**config.mk**
```make
export PLATFORM = sky130hd
export DESIGN_NAME = result_bcd_formatter
export DESIGN_NICKNAME = d
export VERILOG_FILES = /design/src/rtl/result_bcd_formatter.sv
export SDC_FILE = /design/constraint.sdc
export NUM_CORES = 1
export LEC_CHECK = 0
export CORE_MARGIN = 1.5
export CORE_UTILIZATION = 48
export DETAILED_ROUTE_END_ITERATION = 10
export PLACE_DENSITY_LB_ADDON = 0.15
export SLEW_MARGIN = 20
export SYNTH_ARGS = -nofsm -noshare
export SYNTH_HDL_FRONTEND = slang
export SYNTH_SLANG_ARGS = --single-unit
```
**constraint.sdc**
```tcl
create_clock -name clock -period 6.8 [get_ports clock]
set_clock_uncertainty 0.05 [all_clocks]
set_input_delay 2.04 -clock clock [delete_from_list [all_inputs] [get_ports clock]]
set_output_delay 2.04 -clock clock [all_outputs]
set_load 0.02 [all_outputs]
```
**src/rtl/result_bcd_formatter.sv**
```systemverilog
// Sequential binary-to-BCD display formatter: double-dabble one bit per clock, then
// leading-zero blanking and minus-sign placement into an 8-digit nibble word.
module result_bcd_formatter #(
  parameter int unsigned BIN_W      = 21,
  parameter logic [3:0]  BLANK_CODE = 4'hF,
  parameter logic [3:0]  MINUS_CODE = 4'hA
) (
  input  logic             clock,
  input  logic             reset_n,
  input  logic             start,
  input  logic [BIN_W-1:0] bin_in,
  input  logic             neg_in,
  output logic             busy,
  output logic             done,
  output logic [31:0]      bcd_out
);

  localparam int unsigned CntW = $clog2(BIN_W + 1);
  localparam logic [31:0] BcdReset = {{7{BLANK_CODE}}, 4'h0};

  typedef enum logic [1:0] {StIdle, StShift, StFormat, StDone} state_e;

  state_e           state_q, state_d;
  logic [BIN_W-1:0] shift_q, shift_d;
  logic [27:0]      acc_q, acc_d;
  logic [CntW-1:0]  cnt_q, cnt_d;
  logic             neg_q, neg_d;
  logic [31:0]      bcd_q, bcd_d;

  logic [27:0]      adj;
  logic [BIN_W+27:0] shifted;
  logic [31:0]      fmt;
  logic [7:0]       show;
  logic             seen;
  logic             nonzero;

  // Double-dabble correction: any digit >= 5 gets +3 before the shift.
  always_comb begin
    adj = '0;
    for (int i = 0; i < 7; i++) begin
      adj[4*i +: 4] = (acc_q[4*i +: 4] >= 4'd5) ? acc_q[4*i +: 4] + 4'd3 : acc_q[4*i +: 4];
    end
    shifted = {adj, shift_q} << 1;
  end

  // Display word: digits up to the most significant nonzero one, minus sign just above it.
  always_comb begin
    fmt     = '0;
    show    = '0;
    seen    = 1'b0;
    nonzero = |acc_q;
    for (int i = 6; i >= 0; i--) begin
      if (acc_q[4*i +: 4] != 4'd0) seen = 1'b1;
      show[i] = seen || (i == 0);
    end
    for (int i = 0; i < 7; i++) begin
      fmt[4*i +: 4] = show[i] ? acc_q[4*i +: 4] : BLANK_CODE;
    end
    fmt[31:28] = BLANK_CODE;
    for (int j = 1; j < 8; j++) begin
      if (neg_q && nonzero && show[j-1] && !show[j]) fmt[4*j +: 4] = MINUS_CODE;
    end
  end

  always_comb begin
    state_d = state_q;
    shift_d = shift_q;
    acc_d   = acc_q;
    cnt_d   = cnt_q;
    neg_d   = neg_q;
    bcd_d   = bcd_q;
    unique case (state_q)
      StIdle: begin
        if (start) begin
          shift_d = bin_in;
          neg_d   = neg_in;
          acc_d   = '0;
          cnt_d   = CntW'(BIN_W);
          state_d = StShift;
        end
      end
      StShift: begin
        acc_d   = shifted[BIN_W+27 -: 28];
        shift_d = shifted[BIN_W-1:0];
        cnt_d   = cnt_q - CntW'(1);
        if (cnt_q == CntW'(1)) state_d = StFormat;
      end
      StFormat: begin
        bcd_d   = fmt;
        state_d = StDone;
      end
      StDone: begin
        state_d = StIdle;
      end
      default: state_d = StIdle;
    endcase
  end

  always_ff @(posedge clock) begin
    if (!reset_n) begin
      state_q <= StIdle;
      shift_q <= '0;
      acc_q   <= '0;
      cnt_q   <= '0;
      neg_q   <= 1'b0;
      bcd_q   <= BcdReset;
    end else begin
      state_q <= state_d;
      shift_q <= shift_d;
      acc_q   <= acc_d;
      cnt_q   <= cnt_d;
      neg_q   <= neg_d;
      bcd_q   <= bcd_d;
    end
  end

  assign busy    = (state_q != StIdle);
  assign done    = (state_q == StDone);
  assign bcd_out = bcd_q;

endmodule

```
### Yosys cells after proc, flatten, opt, wreduce, memory -nomap -nowiden

Index checks and enable logic that the tools add are counted.

* register bits: 89
* input bits: 25
* output and inout port bits: 34
* word-level logic and storage cells: 94

* add/subtract/negate cells: 8
* $lt $le $gt $ge: 7
* eq/ne operators: 6
* mux-type cells: 35
* reductions and logical operators: 32

Operators with widths (count)
* two-way mux 4 bit: 18
* one-hot mux 28 bit (2 select lines): 1
* one-hot mux 21 bit (2 select lines): 1
* >= comparator 4 x 3 -> 1 bit (second input constant): 7
* two-way mux 28 bit: 1
* OR reduction 28 bit: 1
* adder 4 x 2 -> 4 bit (second input constant): 6
* nonzero test 4 bit: 6
* two-way mux 21 bit: 1
* logical AND 1 bit: 13
* one-hot mux 5 bit (2 select lines): 1
* one-hot mux 2 bit (4 select lines): 1
* zero test 1 bit: 6
* two-way mux 1 bit: 6
* two-way mux 3 bit: 2
* AND reduction 2 bit: 3
* equality test 5 x 1 -> 1 bit (second input constant): 1
* two-way mux 5 bit: 1
* subtractor 5 x 1 -> 5 bit (second input constant): 1
* equality test 2 bit (second input constant): 2
* two-way mux 2 bit: 2
* != test 2 bit (second input constant): 2
* nonzero test 2 bit: 2
* adder 3 x 2 -> 3 bit (second input constant): 1
* 2 further kinds: 2

### Longest topological paths before layout

* word-level depth: 10
* gate-level depth with buffers: 10
* gate-level depth less buffers: 7

### Worst setup path after synthesis

OpenSTA, ideal clock, no wires.

* path type: input port to flip-flop
* start point: input start
* end point: register shift_q[11]
* library setup time: 116 ps
* arrival time: 3238 ps
* path slack: 3396 ps
* cell stages on the path: 7
* path buffers: 3
* cell sequence: nand2b_1 clkbuf_1 o21a_1 clkbuf_1 clkbuf_1 nand2_1 o211a_1

* cells in the longest elaborated chain, start to end: 2

RTL lines
* from (decl): RTL line 10 `input logic start,`
* != test 2 bit (no source line)
* AND reduction 2 bit (no source line)
* to (signal assigned): RTL line 109 `shift_q <= shift_d;`
* to (decl): RTL line 24 `logic [BIN_W-1:0] shift_q, shift_d;`

No other way between the ends.
A chain may end at the register's enable or synchronous reset.

### Worst setup path after layout

* start point: register state_q[0]
* end point: output busy

* cells in the longest elaborated chain, start to end: 1

RTL lines
* from (decl): RTL line 23 `state_e state_q, state_d;`
* from (signal assigned): RTL line 101 `state_q <= StIdle;`
* from (signal assigned): RTL line 108 `state_q <= state_d;`
* nonzero test 2 bit: RTL line 117 `assign busy = (state_q != StIdle);`
* to (decl): RTL line 13 `output logic busy,`

No other way between the ends.

==> summary.txt <==
Critical Path Start Type: flip-flop
crit-path most repeated cell: inv_1
highest routed metal layer: met4
crit path DAT: 1.79 ns
Yosys warnings: 0
post-cts resize count: 0
Seq/Total Area, Yosys: 39.5%
level count of the clock H-tree: 3
vias in the first global route: 3157
EDFF count, synth: 0
part of the power in registers: 41.0%
sw frac: 36.8%
Max-Cap Viols: 0
number of cell rows: 34
endpoint class of the critical path: output pin
CTS max path bufs: 2
Die Wd: 98.3 um
Static Leak: 2.13 nW
slowest CP cell: clkdlybuf4s50_1
met1 wire length: 4370 um
CTS Buf Count: 9
fin area: 5140 um2
RSZ-0062 raised after global routing: no
starting density of the core: 49.7%
total power: 0.00160 W
initial DRC count: 120
relative slew slack: 43.4%
worst endpoint required time: 4.71 ns
Max Slew Vio Count: 0
Worst-path clk slew: 0.08 ns
global-route wire length before repair: 14600 um
WS Path Type: reg -> out
Final Hold Vio Count: 0
top_reg_cell synth: dfxtp_1
port bufs: 56
DRT Pass-1 Iters: 4
setup tns final: 0 ns
routed wire length per instance: 13.8 um
Fmax: 0.257 GHz
share of cells above drive strength 1: 6.65%
Internal: 0.00101 W
Remaining Overflow, GRT: 0
total track usage: 18.3%
PD cells: 311 nW/um2
Total Wirelength: 8780 um
nets@finish: 571
hold buffers post-CTS: 0
antenna violations before repair: 0
die area: 9660 um2
largest cells by area after synthesis: dfxtp_1, ha_1, mux2i_1
Syn Inst Count: 485
Final ANT Viol Nets: 0
Die H: 98.3 um
Clock power frac: 23.5%
Reg area: 1720 um2
crit path cell chain: inv_1 > ha_1 > inv_1 > clkdlybuf4s50_1
Mean Syn Cell Area: 8.98 um2
Synth top area share: 39.5%
CTS tree: yes
Max FO, Critical Path: 8
DP HPWL: 5790 um
WHS: 0.425 ns
status: complete, no violations
area added between synthesis and finish: 17.9%
largest area contributor in the netlist: dfxtp_1
sw power: 0.000588 W
Yosys reg bits: 86
Sink Count: 86
Inserted Diodes: 0
drt drc: 0
largest net degree at the start of global routing: 62
root buf cell: clkbuf_8
Clock Latency Late Sink: 0.36 ns
Final Cycle Share: 57.1%
mapped cell area: 4360 um2
crit-path max cell delay: 0.60 ns
VDD IR max: 207 uV
met3 routed WL: 292 um
Setup-failing EPs final: 0
synth unique cells: 53
Top Ports: 59
Worst Max-Slew Pin Slew: 0.849 ns
post-CTS setup buffers: 0
Hold Path Class: reg -> reg
Post-synth ARST share: 0%
global placement routability congestion: 0.756
vias post-DR: 3439
Placement Cell Area: 4920 um2
met2 WL: 3990 um
number of fill cells in the layout: 791
Tmin final: 3.88 ns
footprint of the multi-input gates: 2400 um2
post-DR vias/cell: 5.42
Gate power share: 35.5%
core footprint: 8760 um2
Layout Utilization: 58.6%
-- metal layers --
metal / global-route usage (%) / up-vias
met2: 30.8 / 71
met5: 0 / -
met3: 2.86 / 10
met1: 23.7 / 1600
met4: 6.50 / 0
li1: - / 1758
-- critical path, delay by kind of cell (launching register included) --
| kind | cells | cell delay (ns) |
|---|---|---|
| fa+ha+maj | 1 | 0.30 |
| flops | 1 | 0.37 |
| buf+inv | 3 | 0.77 |
-- layout make-up --
class	instances	area share, %
sequential	86	33.5
clock buffer	11	2.95
timing repair buffer	60	11.4
tap	108	2.63
inverter	24	1.75
multi-input combinational	340	46.7
clock inverter	5	1.12
-- path summary, 6_finish.rpt --
| kind | from | endpoint | slack, ns | cells after the start |
|---|---|---|---|---|
| max reg2reg | acc_q[24] | bcd_out[4] | 4.34 | 7 |
| min reg2reg | shift_q[0] | shift_q[0] | 0.43 | 2 |
| max | state_q[0] | busy | 2.92 | 4 |
| min | shift_q[0] | shift_q[0] | 0.43 | 2 |
-- power groups by stage --
stage	logic, W	clock network (W)	registers [W]
detailed placement	0.000571	0	0.000666
floorplan	0.000423	0	0.000662
CTS	0.000571	0.000386	0.000655
finish	0.000567	0.000376	0.000655
global route	0.000632	0.000403	0.000667
global placement	0.000555	0	0.000662
-- cell families after synthesis --
group / count (synthesis) / synth area share [%]
AND/OR/NAND/NOR: 148 / 18.0
multiplexers: 32 / 7.47
adder cells (fa/ha/maj): 25 / 7.18
flip-flops: 86 / 39.5
other: 1 / 0.0861
XOR/XNOR: 11 / 2.21
buffers and inverters: 60 / 5.72
AO/OA/AOI/OAI: 122 / 19.8
-- cell usage after synthesis, types with 2 or more instances --
library cell / count
a32oi_1: 7
clkbuf_1: 25
dfxtp_1: 86
a21oi_1: 17
nand3_1: 6
buf_1: 5
a211oi_1: 3
o22ai_1: 3
nand2b_1: 8
ha_1: 25
o21ai_1: 4
nor2b_1: 24
xnor2_1: 7
a21boi_0: 3
mux2i_1: 28
buf_4: 4
nand2_1: 45
nor3_1: 12
nor3b_1: 5
o21a_1: 2
nand3b_1: 2
a22oi_1: 11
or3b_1: 2
o21ai_0: 32
a31o_2: 2
o31ai_1: 7
nor2_1: 21
inv_1: 24
and2_1: 12
xor2_1: 4
mux2_2: 4
o211a_1: 21
o32ai_1: 4
-- per-stage QoR --
stage | instances | setup WS (ns)
6_report | 634 | 2.92
5_1_grt | 634 | 2.83
4_1_cts | 634 | 2.85
3_5_place_dp | 618 | 2.45
3_3_place_gp | 618 | 2.55
2_1_floorplan | 486 | 3.40
-- flip-flops by register name, indices dropped and copies added, names as in the netlist --
register	flops
bcd_out	29
acc_q	28
shift_q	21
cnt_q	5
state_q	2
neg_q	1
-- cells in the final DEF (no fill, tap or decap), drive strengths merged, types with 11 or more instances in the layout --
| cell type | n |
|---|---|
| dfxtp | 86 |
| clkdlybuf4s50 | 55 |
| nand2 | 45 |
| o21ai | 36 |
| mux2i | 28 |
| ha | 25 |
| inv | 24 |
| nor2b | 24 |
| nor2 | 23 |
| o211a | 21 |
| a21oi | 17 |
| and2 | 12 |
| nor3 | 12 |
| a22oi | 11 |
| clkbuf | 11 |
(Power assumes the default switching activity.)
==> RTL change 1, RTL diff (same settings) <==
Add an input register stage for `start`, `bin_in` and `neg_in`, with the module's reset; this delays them by one clock.
--- a/src/rtl/result_bcd_formatter.sv
+++ b/src/rtl/result_bcd_formatter.sv
@@ -19,6 +19,22 @@
   localparam logic [31:0] BcdReset = {{7{BLANK_CODE}}, 4'h0};
 
   typedef enum logic [1:0] {StIdle, StShift, StFormat, StDone} state_e;
+
+  logic start_q;
+  logic [BIN_W-1:0] bin_q;
+  logic neg_r;
+
+  always_ff @(posedge clock) begin
+    if (!reset_n) begin
+      start_q <= '0;
+      bin_q   <= '0;
+      neg_r   <= '0;
+    end else begin
+      start_q <= start;
+      bin_q   <= bin_in;
+      neg_r   <= neg_in;
+    end
+  end
 
   state_e           state_q, state_d;
   logic [BIN_W-1:0] shift_q, shift_d;
@@ -71,9 +87,9 @@
     bcd_d   = bcd_q;
     unique case (state_q)
       StIdle: begin
-        if (start) begin
-          shift_d = bin_in;
-          neg_d   = neg_in;
+        if (start_q) begin
+          shift_d = bin_q;
+          neg_d   = neg_r;
           acc_d   = '0;
           cnt_d   = CntW'(BIN_W);
           state_d = StShift;
Behaviour: not the same (a bounded check fails within 4 cycles, from zero or initial values and one cycle with reset_n low).
==> RTL change 1 against the original RTL <==
- wire length is 3.9% higher
- sequential cell count increased by 23
- sequential power up 19%
- sequential share of layout area grew 4.3 points
- critical path type unchanged
- final area rose by 12%
- non-clock buffer count unchanged
- hold slack better by 0.0094 ns
- power increased by 5.9%
- synthesized area increased by 14%
- global-route usage fell by 0.63 points
- setup slack got worse by 0.012 ns
==> RTL change 1: results (changes against the original RTL) <==
[run_status]
outcome = complete, no violations

[grt]
grt_pass1_wl_um = 16100  ; +10%
grt_max_degree = 85  ; +37%
grtUsageTotal = 0.176  ; -0.00630
grt_pass1_vias = 3499  ; +11%

[clocking]
clockBufferDepth = 2  ; unchanged
path_clk_slew_ns = 0.11  ; +0.03 ns
insertion_delay_ns = 0.37

[cells_and_area]
nets = 617  ; +8.1%
layout-drive-gt1-share = 0.0577  ; -0.00885
antennaDiodeCount = 0  ; unchanged

[detailed_routing]
wl_met1_um = 4530  ; +3.7%
via_per_inst = 5.22  ; -3.7%
drtIter0Drc = 133  ; +11%
wl_um = 9120  ; +3.9%
dr_wl_met3_um = 347  ; +19%
wl_met2_um = 4120  ; +3.3%

[yosys]
synth_fa_ha_area_frac = 0.0630  ; -0.00883
synth_mux_area_frac = 0.0650  ; -0.00968
synth_xor_area_frac = 0.0159  ; -0.00624
ys_top_cells_by_count = 109 x dfxtp_1, 43 x nand2_1, 33 x and2_1
synth_compound_area_frac = 0.176  ; -0.0223
yosys-top-cells-area = dfxtp_1 44%, ha_1 6.3%, mux2i_1 6.0%, o211a_1 4.2%, and2_1 4.2%
yosysSeqAreaShare = 0.439  ; +0.0441

[place]
gp_congestion = 0.787  ; +4.2%
dp_hpwl_um = 5810  ; +0.41%
dpl_worst_slack_ns = 3.28  ; +0.829 ns

[pwr]
peakVddDrop_mv = 0.151  ; -27%
net-switching-power_uw = 611  ; +3.9%
power_leakage_nw = 2.38  ; +12%

[worst_setup_path]
reg2reg_depth = 7  ; unchanged
rr_endpoint = bcd_out[8]
cp.arrival_ns = 1.81  ; +0.02 ns
rrSetupSlack_ns = 4.38  ; +0.04 ns

[timing]
fin_ws_ns = 2.90  ; -0.0122 ns
relSlewSlack = 0.414  ; -0.0197

[min_path]
min_to = neg_q
hp-start = neg_r

[die]
fp.dieW_um = 105  ; +6.6%

==> RTL change 1: worst max-delay path by stage <==
stage          startpoint     endpoint  slack [ns]  cells after the start
2_1_floorplan     reset_n  bcd_out[12]        3.73                      4
3_3_place_gp      reset_n     cnt_q[4]        3.32                      4
3_5_place_dp      reset_n     cnt_q[2]        3.28                      4
4_1_cts        state_q[1]         busy        2.89                      4
5_1_grt        state_q[0]         busy        2.78                      4
6_report       state_q[1]         busy        2.90                      4
==> RTL change 1: metrics by stage <==
step	area, sq um	utilization	std cells	hold WS, ns
finish	5770	0.582	705	0.435
detailed placement	5560	0.561	689	0.413
floorplan	4970	-	535	0.388
CTS	5760	0.581	705	0.439
global placement	5560	0.561	689	0.409
global route	5770	0.582	705	0.460
==> RTL change 1: layer usage <==
metal,global-route usage,vias to the layer above
met4,0.0646,0
met1,0.230,1691
li1,-,1907
met3,0.0237,10
met2,0.297,73
met5,0,-
==> RTL change 1: kinds of logic after synthesis <==
kind of cell               count (synthesis)
DFF                                      109
AOI/OAI and AO/OA                        124
adders and majority gates                 25
xor gates and xnor gates                   9
muxes                                     32
other                                      1
and+or+nand+nor                          171
buffers and inverters                     63
==> RTL change 1: power by group through the flow <==
stage / Sequential (mW) / Combinational (mW) / Clock (mW)
finish: 0.778 / 0.525 / 0.390
global route: 0.790 / 0.593 / 0.427
CTS: 0.778 / 0.529 / 0.404
detailed placement: 0.792 / 0.527 / 0
global placement: 0.788 / 0.515 / 0
floorplan: 0.790 / 0.396 / 0
==> RTL change 1: area by class of cell <==
| class | count | area [sq um] |
|---|---|---|
| clock buffer | 9 | 124 |
| clock inverter | 7 | 80.1 |
| fill | 906 | 4140 |
| inverter | 24 | 90.1 |
| multi-input combinational | 363 | 2540 |
| sequential | 109 | 2180 |
| tap | 133 | 166 |
| timing repair buffer | 60 | 586 |
==> RTL change 1: tightest hold or removal path: stages (launching register included) <==
cell	delay (ns)
dfxtp_1	0.32
nand3_1	0.06
a21boi_0	0.07
==> RTL change 2, RTL diff (same settings) <==
Made on the original files. The parameter `BIN_W` goes from 21 to 29.
--- a/src/rtl/result_bcd_formatter.sv
+++ b/src/rtl/result_bcd_formatter.sv
@@ -1,7 +1,7 @@
 // Sequential binary-to-BCD display formatter: double-dabble one bit per clock, then
 // leading-zero blanking and minus-sign placement into an 8-digit nibble word.
 module result_bcd_formatter #(
-  parameter int unsigned BIN_W      = 21,
+  parameter int unsigned BIN_W      = 29,
   parameter logic [3:0]  BLANK_CODE = 4'hF,
   parameter logic [3:0]  MINUS_CODE = 4'hA
 ) (
Interface: changed (resized bin_in); port bits go from 59 to 67. No check against the original RTL was run, so the function may have changed too.
==> RTL change 2 against the original RTL <==
- final area up 8.3%
- sequential cell count increased by 8
- setup slack about the same
- hold slack improved by 0.017 ns
- power up 7.1%
- non-clock buffer count is 10 higher
- synthesized area up 7.0%
- wire length rose by 6.9%
- largest power group unchanged
- highest routed layer unchanged
==> RTL change 2: results (changes against the original RTL) <==
[run_status]
outcome = complete, no violations

[cells_and_area]
fillers = 883  ; +12%
layout-drive-gt1-share = 0.0559  ; -0.0106
antennaDiodeCount = 0  ; unchanged
multi_input_area_sq_um = 2530  ; +5.7%
nets = 625  ; +9.5%

[grt]
antenna_found_initial = 0  ; unchanged
grt_max_degree = 68  ; +9.7%
grt_pass1_vias = 3445  ; +9.1%
grt_pass1_wl_um = 15600  ; +6.9%
grtUsageTotal = 0.187  ; +0.00399

[yosys]
synthArstFlopShare = 0  ; unchanged
ys_top_cells_by_count = 94 x dfxtp_1, 40 x o21ai_0, 38 x nand2_1
yosysUniqueCellTypes = 43  ; -19%
yosys-top-cells-area = dfxtp_1 40%, ha_1 6.7%, mux2i_1 6.2%, o21ai_0 4.3%, o211a_1 4.1%
synth_xor_area_frac = 0.0188  ; -0.00333
yosysSeqAreaShare = 0.404  ; +0.00837
synth_compound_area_frac = 0.202  ; +0.00390
netlist_instances = 523  ; +7.8%
synth_mux_area_frac = 0.0695  ; -0.00518
synth_fa_ha_area_frac = 0.0671  ; -0.00472
ys_warn_count = 0  ; unchanged

[worst_setup_path]
cp.arrival_ns = 1.79  ; about the same

[min_path]
hold_path.class = reg -> reg

[detailed_routing]
via_per_inst = 5.33  ; -1.8%
routedWlPerCell_um = 13.4  ; -3.3%
drtIter0Drc = 173  ; +44%
wl_um = 9380  ; +6.9%

[clocking]
insertion_delay_ns = 0.35
cts_inserted_buffers = 9  ; unchanged
cts_resized = 0  ; unchanged
cts_root_buf = clkbuf_8
htree_levels = 3  ; unchanged
postCtsHoldBufs = 0  ; unchanged
postCtsSetupBuffers = 0  ; unchanged

[timing]
relSlewSlack = 0.372  ; -0.0619

[place]
portBuffers = 64  ; +14%
dp_hpwl_um = 6280  ; +8.5%
place_area_sq_um = 5350  ; +8.7%
gp_congestion = 0.739  ; -2.2%
dp.cells = 685  ; +11%
dpl_worst_slack_ns = 2.68  ; +0.231 ns

[pwr]
power_leakage_nw = 2.27  ; +6.8%
peakVddDrop_mv = 0.160  ; -23%

RTL change 2: cell count changes after synthesis, moves of 4 or more:
cell and change:
nor3_1 -10, nand3_1 +7, o21ai_0 +8, nor3b_1 +12
nand2b_1 +4, o22ai_1 +12, dfxtp_1 +8, nand2_1 -7
clkbuf_1 +5, nor2_1 +10
RTL change 2: cell families (layout without fill, tap and decap cells):
kind of cell / after synthesis / after routing
AND/OR/NAND/NOR: 158 / 158
AO/OA/AOI/OAI: 140 / 140
other: 1 / 2
flip-flops: 94 / 94
multiplexers: 32 / 32
buffers and inverters: 63 / 111
XOR/XNOR: 10 / 10
adder cells (fa/ha/maj): 25 / 25
RTL change 2: worst paths after layout:
| check | depth (start not counted) | slack, ns | end | startpoint |
|---|---|---|---|---|
| worst max-delay path | 4 | 2.92 | busy | state_q[1] |
| worst min-delay path | 2 | 0.44 | bcd_out[27] | bcd_out[27] |
| worst max register to register | 7 | 4.09 | bcd_out[4] | acc_q[24] |
| worst min register to register | 2 | 0.44 | bcd_out[27] | bcd_out[27] |
RTL change 2: layout make-up:
cell class | instances | share of cell area
clock buffers | 10 | 0.0229
clock inverters | 6 | 0.0155
inverters | 25 | 0.0169
multi-input cells | 367 | 0.455
flip-flops and latches | 94 | 0.338
well taps | 129 | 0.0290
repair buffers | 70 | 0.122
RTL change 2: critical path, stage by stage, from the launching register on:
cell and delay (ns):
dfxtp_1 0.39, inv_1 0.08, ha_1 0.30, inv_1 0.09, clkdlybuf4s50_1 0.59
RTL change 2: layer usage:
layer | share of wire | GRT usage | vias up
li1 | - | - | 1918
met4 | 0.0042 | 0.0417 | 0
met3 | 0.044 | 0.0435 | 2
met1 | 0.50 | 0.247 | 1733
met5 | 0 | 0 | -
met2 | 0.45 | 0.310 | 82
RTL change 2: where the power goes:
part	internal (mW)	total, mW	switching (mW)
sequential	0.654	0.715	0.0608
combinational	0.242	0.597	0.355
clock	0.207	0.400	0.193
total	1.10	1.71	0.608
